==> config.mk <==
export PLATFORM = sky130hd
export DESIGN_NAME = imem_dmem_arbiter
export DESIGN_NICKNAME = d
export VERILOG_FILES = /design/src/rtl/imem_dmem_arbiter_pkg.sv /design/src/rtl/imem_dmem_arbiter_prio_sel.sv /design/src/rtl/imem_dmem_arbiter.sv
export SDC_FILE = /design/constraint.sdc
export NUM_CORES = 1
export LEC_CHECK = 0
export BUFFER_PORTS_ARGS = -buffer_cell sky130_fd_sc_hd__buf_4
export CORE_MARGIN = 3
export CORE_UTILIZATION = 40
export CTS_CLUSTER_SIZE = 24
export DETAILED_ROUTE_END_ITERATION = 16
export PLACE_DENSITY = 0.7
export SYNTH_ARGS = -nofsm -noshare
export SYNTH_HDL_FRONTEND = slang
export SYNTH_HIERARCHICAL = 1
export SYNTH_SLANG_ARGS = --single-unit
export TNS_END_PERCENT = 10
==> constraint.sdc <==
create_clock -name clk_i -period 4.3 [get_ports clk_i]
set_input_delay 0.43 -clock clk_i [delete_from_list [all_inputs] [get_ports clk_i]]
set_output_delay 0.43 -clock clk_i [all_outputs]
set_load 0.005 [all_outputs]
==> src/rtl/imem_dmem_arbiter_pkg.sv <==
// Shared types and helpers for the fetch/data memory arbiter.
// Holds the FSM state and owner encodings plus the starve-counter width helper.
package imem_dmem_arbiter_pkg;

    typedef enum logic [1:0] {
        ARB_IDLE = 2'd0,
        ARB_REQ  = 2'd1,
        ARB_RESP = 2'd2
    } arb_state_e;

    typedef enum logic {
        ARB_FETCH = 1'b0,
        ARB_DATA  = 1'b1
    } arb_owner_e;

    localparam int unsigned ARB_STARVE_LIMIT_DEF = 4;
    localparam int unsigned ARB_XLEN             = 32;

    // Counter must hold the value STARVE_LIMIT itself.
    function automatic int unsigned starve_cnt_width(input int unsigned limit);
        return (limit < 1) ? 1 : $clog2(limit + 1);
    endfunction

endpackage

==> src/rtl/imem_dmem_arbiter_prio_sel.sv <==
// Combinational winner pick between fetch and data, with the starve counter update.
// Data wins contention until fetch has waited STARVE_LIMIT data grants.
module arb_prio_sel
    import imem_dmem_arbiter_pkg::*;
#(
    parameter int unsigned STARVE_LIMIT = ARB_STARVE_LIMIT_DEF,
    parameter int unsigned CW           = starve_cnt_width(ARB_STARVE_LIMIT_DEF)
) (
    input  logic          i_ifetch_req,
    input  logic          i_data_req,
    input  logic [CW-1:0] i_starve_cnt,
    output logic          o_grant_fetch,
    output logic          o_grant_data,
    output logic [CW-1:0] o_starve_cnt
);

    logic w_limit_hit;

    assign w_limit_hit   = (i_starve_cnt == CW'(STARVE_LIMIT));
    assign o_grant_data  = i_data_req && !(i_ifetch_req && w_limit_hit);
    assign o_grant_fetch = i_ifetch_req && !o_grant_data;

    always_comb begin
        o_starve_cnt = i_starve_cnt;
        if (o_grant_fetch) begin
            o_starve_cnt = '0;
        end else if (o_grant_data && i_ifetch_req && !w_limit_hit) begin
            o_starve_cnt = i_starve_cnt + CW'(1);
        end
    end

endmodule

==> src/rtl/imem_dmem_arbiter.sv <==
// Shares one single-port memory between instruction fetch and the MEM stage.
// One transaction in flight; re-arbitrates in the response cycle for back-to-back use.
module imem_dmem_arbiter
    import imem_dmem_arbiter_pkg::*;
#(
    parameter int unsigned STARVE_LIMIT = ARB_STARVE_LIMIT_DEF
) (
    input  logic        clk_i,
    input  logic        rstn_i,
    input  logic        ifetch_req_i,
    input  logic [31:0] ifetch_addr_i,
    input  logic        ifetch_kill_i,
    output logic        ifetch_gnt_o,
    output logic        ifetch_rvalid_o,
    output logic [31:0] ifetch_rdata_o,
    input  logic        data_req_i,
    input  logic        data_we_i,
    input  logic [31:0] data_addr_i,
    input  logic [3:0]  data_wsel_byte_i,
    input  logic [31:0] data_wdata_i,
    output logic        data_gnt_o,
    output logic        data_rvalid_o,
    output logic [31:0] data_rdata_o,
    output logic        mem_req_o,
    output logic        mem_we_o,
    output logic [31:0] mem_addr_o,
    output logic [3:0]  mem_wsel_byte_o,
    output logic [31:0] mem_wdata_o,
    input  logic        mem_gnt_i,
    input  logic        mem_rvalid_i,
    input  logic [31:0] mem_rdata_i
);

    localparam int unsigned CW = starve_cnt_width(STARVE_LIMIT);

    arb_state_e    r_state;
    arb_state_e    w_state_next;
    arb_owner_e    r_owner;
    logic [CW-1:0] r_starve_cnt;
    logic [CW-1:0] w_starve_cnt_next;
    logic          r_kill;
    logic          r_is_write;

    logic          r_mem_req;
    logic          r_mem_we;
    logic [31:0]   r_mem_addr;
    logic [3:0]    r_mem_wsel;
    logic [31:0]   r_mem_wdata;

    logic          r_ifetch_rvalid;
    logic [31:0]   r_ifetch_rdata;
    logic          r_data_rvalid;
    logic [31:0]   r_data_rdata;

    logic          w_sel_fetch;
    logic          w_sel_data;
    logic          w_resp_done;
    logic          w_arb_en;
    logic          w_gnt_fetch;
    logic          w_gnt_data;
    logic          w_grant_any;
    logic          w_kill_now;
    logic          w_kill_eff;

    arb_prio_sel #(
        .STARVE_LIMIT (STARVE_LIMIT),
        .CW           (CW)
    ) u_prio_sel (
        .i_ifetch_req  (ifetch_req_i),
        .i_data_req    (data_req_i),
        .i_starve_cnt  (r_starve_cnt),
        .o_grant_fetch (w_sel_fetch),
        .o_grant_data  (w_sel_data),
        .o_starve_cnt  (w_starve_cnt_next)
    );

    assign w_resp_done = (r_state == ARB_RESP) && mem_rvalid_i;
    assign w_arb_en    = (r_state == ARB_IDLE) || w_resp_done;
    assign w_grant_any = w_gnt_fetch || w_gnt_data;
    assign w_kill_now  = ifetch_kill_i && (r_owner == ARB_FETCH) &&
                         ((r_state == ARB_REQ) || (r_state == ARB_RESP));
    assign w_kill_eff  = r_kill || w_kill_now;

    always_ff @(posedge clk_i or negedge rstn_i) begin
        if (!rstn_i) begin
            r_state <= ARB_IDLE;
        end else begin
            r_state <= w_state_next;
        end
    end

    always_comb begin
        w_state_next = r_state;
        case (r_state)
            ARB_IDLE: if (w_grant_any) w_state_next = ARB_REQ;
            ARB_REQ:  if (mem_gnt_i) w_state_next = ARB_RESP;
            ARB_RESP: if (mem_rvalid_i) w_state_next = w_grant_any ? ARB_REQ : ARB_IDLE;
            default:  w_state_next = ARB_IDLE;
        endcase
    end

    // Grants are combinational; held low while reset is asserted.
    always_comb begin
        w_gnt_fetch = rstn_i && w_arb_en && w_sel_fetch;
        w_gnt_data  = rstn_i && w_arb_en && w_sel_data;
    end

    assign ifetch_gnt_o = w_gnt_fetch;
    assign data_gnt_o   = w_gnt_data;

    // mem_* fields are only non-zero while the request is outstanding.
    always_ff @(posedge clk_i or negedge rstn_i) begin
        if (!rstn_i) begin
            r_mem_req   <= 1'b0;
            r_mem_we    <= 1'b0;
            r_mem_addr  <= '0;
            r_mem_wsel  <= '0;
            r_mem_wdata <= '0;
            r_is_write  <= 1'b0;
            r_owner     <= ARB_FETCH;
        end else if (w_gnt_data) begin
            r_mem_req   <= 1'b1;
            r_mem_we    <= data_we_i;
            r_mem_addr  <= data_addr_i;
            r_mem_wsel  <= data_we_i ? data_wsel_byte_i : 4'b0000;
            r_mem_wdata <= data_we_i ? data_wdata_i : 32'h0;
            r_is_write  <= data_we_i;
            r_owner     <= ARB_DATA;
        end else if (w_gnt_fetch) begin
            r_mem_req   <= 1'b1;
            r_mem_we    <= 1'b0;
            r_mem_addr  <= ifetch_addr_i;
            r_mem_wsel  <= 4'b0000;
            r_mem_wdata <= 32'h0;
            r_is_write  <= 1'b0;
            r_owner     <= ARB_FETCH;
        end else if ((r_state == ARB_REQ) && mem_gnt_i) begin
            r_mem_req   <= 1'b0;
            r_mem_we    <= 1'b0;
            r_mem_addr  <= '0;
            r_mem_wsel  <= '0;
            r_mem_wdata <= '0;
        end
    end

    always_ff @(posedge clk_i or negedge rstn_i) begin
        if (!rstn_i) begin
            r_starve_cnt <= '0;
            r_kill       <= 1'b0;
        end else begin
            if (w_grant_any) begin
                r_starve_cnt <= w_starve_cnt_next;
            end
            // A kill alongside a fetch grant targets the newly granted fetch.
            if (w_gnt_fetch && ifetch_kill_i) begin
                r_kill <= 1'b1;
            end else if (w_resp_done) begin
                r_kill <= 1'b0;
            end else if (w_kill_now) begin
                r_kill <= 1'b1;
            end
        end
    end

    always_ff @(posedge clk_i or negedge rstn_i) begin
        if (!rstn_i) begin
            r_ifetch_rvalid <= 1'b0;
            r_ifetch_rdata  <= '0;
            r_data_rvalid   <= 1'b0;
            r_data_rdata    <= '0;
        end else begin
            r_ifetch_rvalid <= w_resp_done && (r_owner == ARB_FETCH) && !w_kill_eff;
            r_ifetch_rdata  <= (w_resp_done && (r_owner == ARB_FETCH) && !w_kill_eff) ?
                               mem_rdata_i : 32'h0;
            r_data_rvalid   <= w_resp_done && (r_owner == ARB_DATA);
            r_data_rdata    <= (w_resp_done && (r_owner == ARB_DATA) && !r_is_write) ?
                               mem_rdata_i : 32'h0;
        end
    end

    assign mem_req_o       = r_mem_req;
    assign mem_we_o        = r_mem_we;
    assign mem_addr_o      = r_mem_addr;
    assign mem_wsel_byte_o = r_mem_wsel;
    assign mem_wdata_o     = r_mem_wdata;
    assign ifetch_rvalid_o = r_ifetch_rvalid;
    assign ifetch_rdata_o  = r_ifetch_rdata;
    assign data_rvalid_o   = r_data_rvalid;
    assign data_rdata_o    = r_data_rdata;

`ifndef SYNTHESIS
    a_rvalid_only_in_resp: assert property (@(posedge clk_i) disable iff (!rstn_i)
        mem_rvalid_i |-> (r_state == ARB_RESP));
`endif

endmodule
==> impl_metrics.py <==
metrics = {
    "cells_and_area": {
        "nFillCells": 1164,
        "num-nets-final": 883,
        "diodes": 0,
        "areaGrowthSynthToFinish_pct": 48.50,
        "layout-drive-gt1-share": 0.4820,
    },
    "synth": {
        "async_flop_share": 1.000,
        "synth_commonest_cells": "dfrtp_1, and2_1, a22o_1, mux2_2, nand3_1",
        "yosysWarnings": 6,
        "avgSynthCellArea_sq_um": 12.61,
        "yosysMostFrequentCell": "dfrtp_1",
        "synth_area_leaders": "dfrtp_1, and2_1, mux2_2",
        "syn-num-nets": 618,
        "synth_cell_types": 37,
        "synth_area_sq_um": 5941,
        "synth_cells": 471,
        "ys_ff_latch": 144,
        "synth_top_area_frac": 0.6066,
        "yosysSeqAreaShare": 0.6066,
        "yosysTopAreaCell": "dfrtp_1",
        "ys.flop_type": "dfrtp_1",
        "synth_edf_count": 0,
    },
    "sta": {
        "max_slew.worst_pin.slew_ps": 1086,
        "rsz0062_at_grt": "no",
        "setup_viol": 0,
        "slew_headroom": 0.2745,
        "post-route-period-util": 0.6581,
        "fmax_mhz": 353.4,
        "finalClockSkew_ps": 8.864,
        "drv_slew": 0,
        "setup-tns-final_ps": 0,
        "hold_slack_ps": 102.7,
        "period_needed_ps": 2830,
        "final_hold_viol_count": 0,
    },
    "floorplanning": {
        "initial_core_util": 0.4183,
        "core-area_sq_um": 14200,
        "num_rows": 43,
        "die_w_um": 127.9,
        "io_pins": 278,
        "die_y_um": 127.9,
        "die-area_sq_um": 16350,
    },
    "power": {
        "leakagePower_nw": 4.553,
        "power.density_nw_per_um2": 540.8,
        "vdd_drop_max_mv": 0.3248,
    },
    "setup_path": {
        "critical_path_class": "reg2out",
        "path_max_fanout": 42,
        "crit_arrival_ps": 2400,
        "critPathLaunchType": "register",
        "end_kind": "primary output",
        "crit_required_ps": 3870,
    },
    "run_status": {
        "outcome": "completed",
    },
    "clocking": {
        "hold_buffers": 0,
        "cts_setup_buffers": 0,
        "numCtsBuffers": 17,
        "clock_latency_ps": 410,
        "clk_path_buf_depth": 2,
        "clock_sinks": 144,
        "post_cts_resized": 0,
        "htree_levels": 4,
        "cts_root_buf": "clkbuf_16",
        "path_clk_slew_ps": 60,
        "cts_tree": "done",
    },
    "worst_hold_path": {
        "hold_path.class": "in2async",
    },
    "placement": {
        "hpwlAfterDp_mm": 12.08,
        "gp_congestion": 0.8700,
        "io_buffers": 277,
    },
    "detailed_routing": {
        "route.detailed.wl_per_inst_um": 17.72,
        "postRouteAntennaNets": 0,
        "vias": 4747,
        "vias_per_cell": 5.110,
        "routed_wl_mm": 16.47,
        "drc": 0,
        "drt_iter0_markers": 313,
        "firstDrtPassIters": 4,
    },
    "global_route": {
        "grt_pass1_vias": 4918,
        "grt_max_degree": 117,
        "grt_first_pass_wirelength_mm": 25.72,
        "antenna_found_initial": 0,
        "gr-total-overflow": 0,
        "grt_usage": 0.2021,
    },
    "job": {
        "maxCapViolations": 0,
    },
}
## final cells by class
type | count | area (sq um) | share of cell area
Timing Repair Buffer | 285 | 2156 | 0.2444
Clock buffer | 19 | 442.9 | 0.05021
Clock inverter | 13 | 232.7 | 0.02638
Multi-Input combinational cell | 283 | 2143 | 0.2429
Inverter | 5 | 18.77 | 0.002127
Tap cell | 180 | 225.2 | 0.02553
Sequential cell | 144 | 3603 | 0.4085
## path summary, 6_finish.rpt
kind | from | to | slack (ps) | cells past startpoint
setup / recovery | r_state[0] | data_gnt_o | 1470 | 5
hold / removal | rstn_i | r_kill | 100 | 1
setup reg to reg | r_starve_cnt[1] | mem_addr_o[22] | 1680 | 9
hold reg to reg | mem_we_o | mem_we_o | 480 | 1
max in group asynchronous | rstn_i | mem_wdata_o[31] | 3200 | 2
min in group clk_i | mem_rdata_i[12] | data_rdata_o[12] | 230 | 2
## registers in the layout, summed over array words and instances, names as in the netlist
register and cells:
mem_we_o 1, data_rvalid_o 1, mem_wdata_o 32, ifetch_rdata_o 32, mem_addr_o 32, mem_wsel_byte_o 4
r_kill 1, data_rdata_o 32, mem_req_o 1, r_owner 1, r_starve_cnt 3, r_is_write 1
ifetch_rvalid_o 1, r_state 2
## where the power goes
group / internal, mW / total [mW] / switching (mW)
logic: 0.710 / 1.29 / 0.584
clock network: 1.11 / 1.66 / 0.556
registers: 1.63 / 1.81 / 0.182
## cell usage in the layout (no fill, tap or decap), types with 3 or more instances in the layout
cell       synthesis  final
nand2_1            7      7
mux2_2            36     36
dfrtp_1          144    144
clkbuf_16          0     17
nand4b_1          32     32
nor2b_1            4      4
o21ai_0            3      3
a21oi_1           32     32
buf_4              5    283
ha_1               7      7
inv_1              5      5
and2_1            65     65
a22o_1            37     37
bufinv_16          0      6
nand3_1           33     33
nor2_1             4      4
## cell families (layout without fill, tap and decap cells)
logic type / after synthesis / in the layout / synth area share
AO/OA/AOI/OAI: 87 / 87 / 0.1072
adder cells (fa/ha/maj): 7 / 7 / 0.01474
flip-flops: 144 / 144 / 0.6066
buffers and inverters: 44 / 322 / 0.03749
AND/OR/NAND/NOR: 153 / 153 / 0.1658
multiplexers: 36 / 36 / 0.06824
## metrics by stage
stage | utilization | instance area, sq um | instances | power, mW | worst slack, ps
2_1_floorplan | - | 5941 | 471 | 2.455 | 2273
3_3_place_gp | 0.5736 | 8147 | 897 | 3.102 | 1790
3_5_place_dp | 0.5736 | 8147 | 897 | 3.150 | 1705
4_1_cts | 0.6211 | 8822 | 929 | 4.832 | 1448
5_1_grt | 0.6211 | 8822 | 929 | 5.029 | 1246
6_report | 0.6211 | 8822 | 929 | 4.771 | 1470
## critical path, cell delays in order, from the launching register on
cell and delay [ps]:
dfrtp_1 460, inv_1 90, ha_1 260, a21oi_4 860
nor2_1 120, buf_4 180
## routing by layer
layer / wire (um) / up-vias / share of wire / GRT usage
met5: 0 / - / 0 / 0
met4: 197 / 0 / 0.012 / 0.05368
met3: 2001 / 17 / 0.12 / 0.09833
met2: 8069 / 219 / 0.49 / 0.3346
met1: 6197 / 2302 / 0.38 / 0.2355
li1: - / 2209 / - / -
Note: power is estimated with default switching activity, not from simulation.
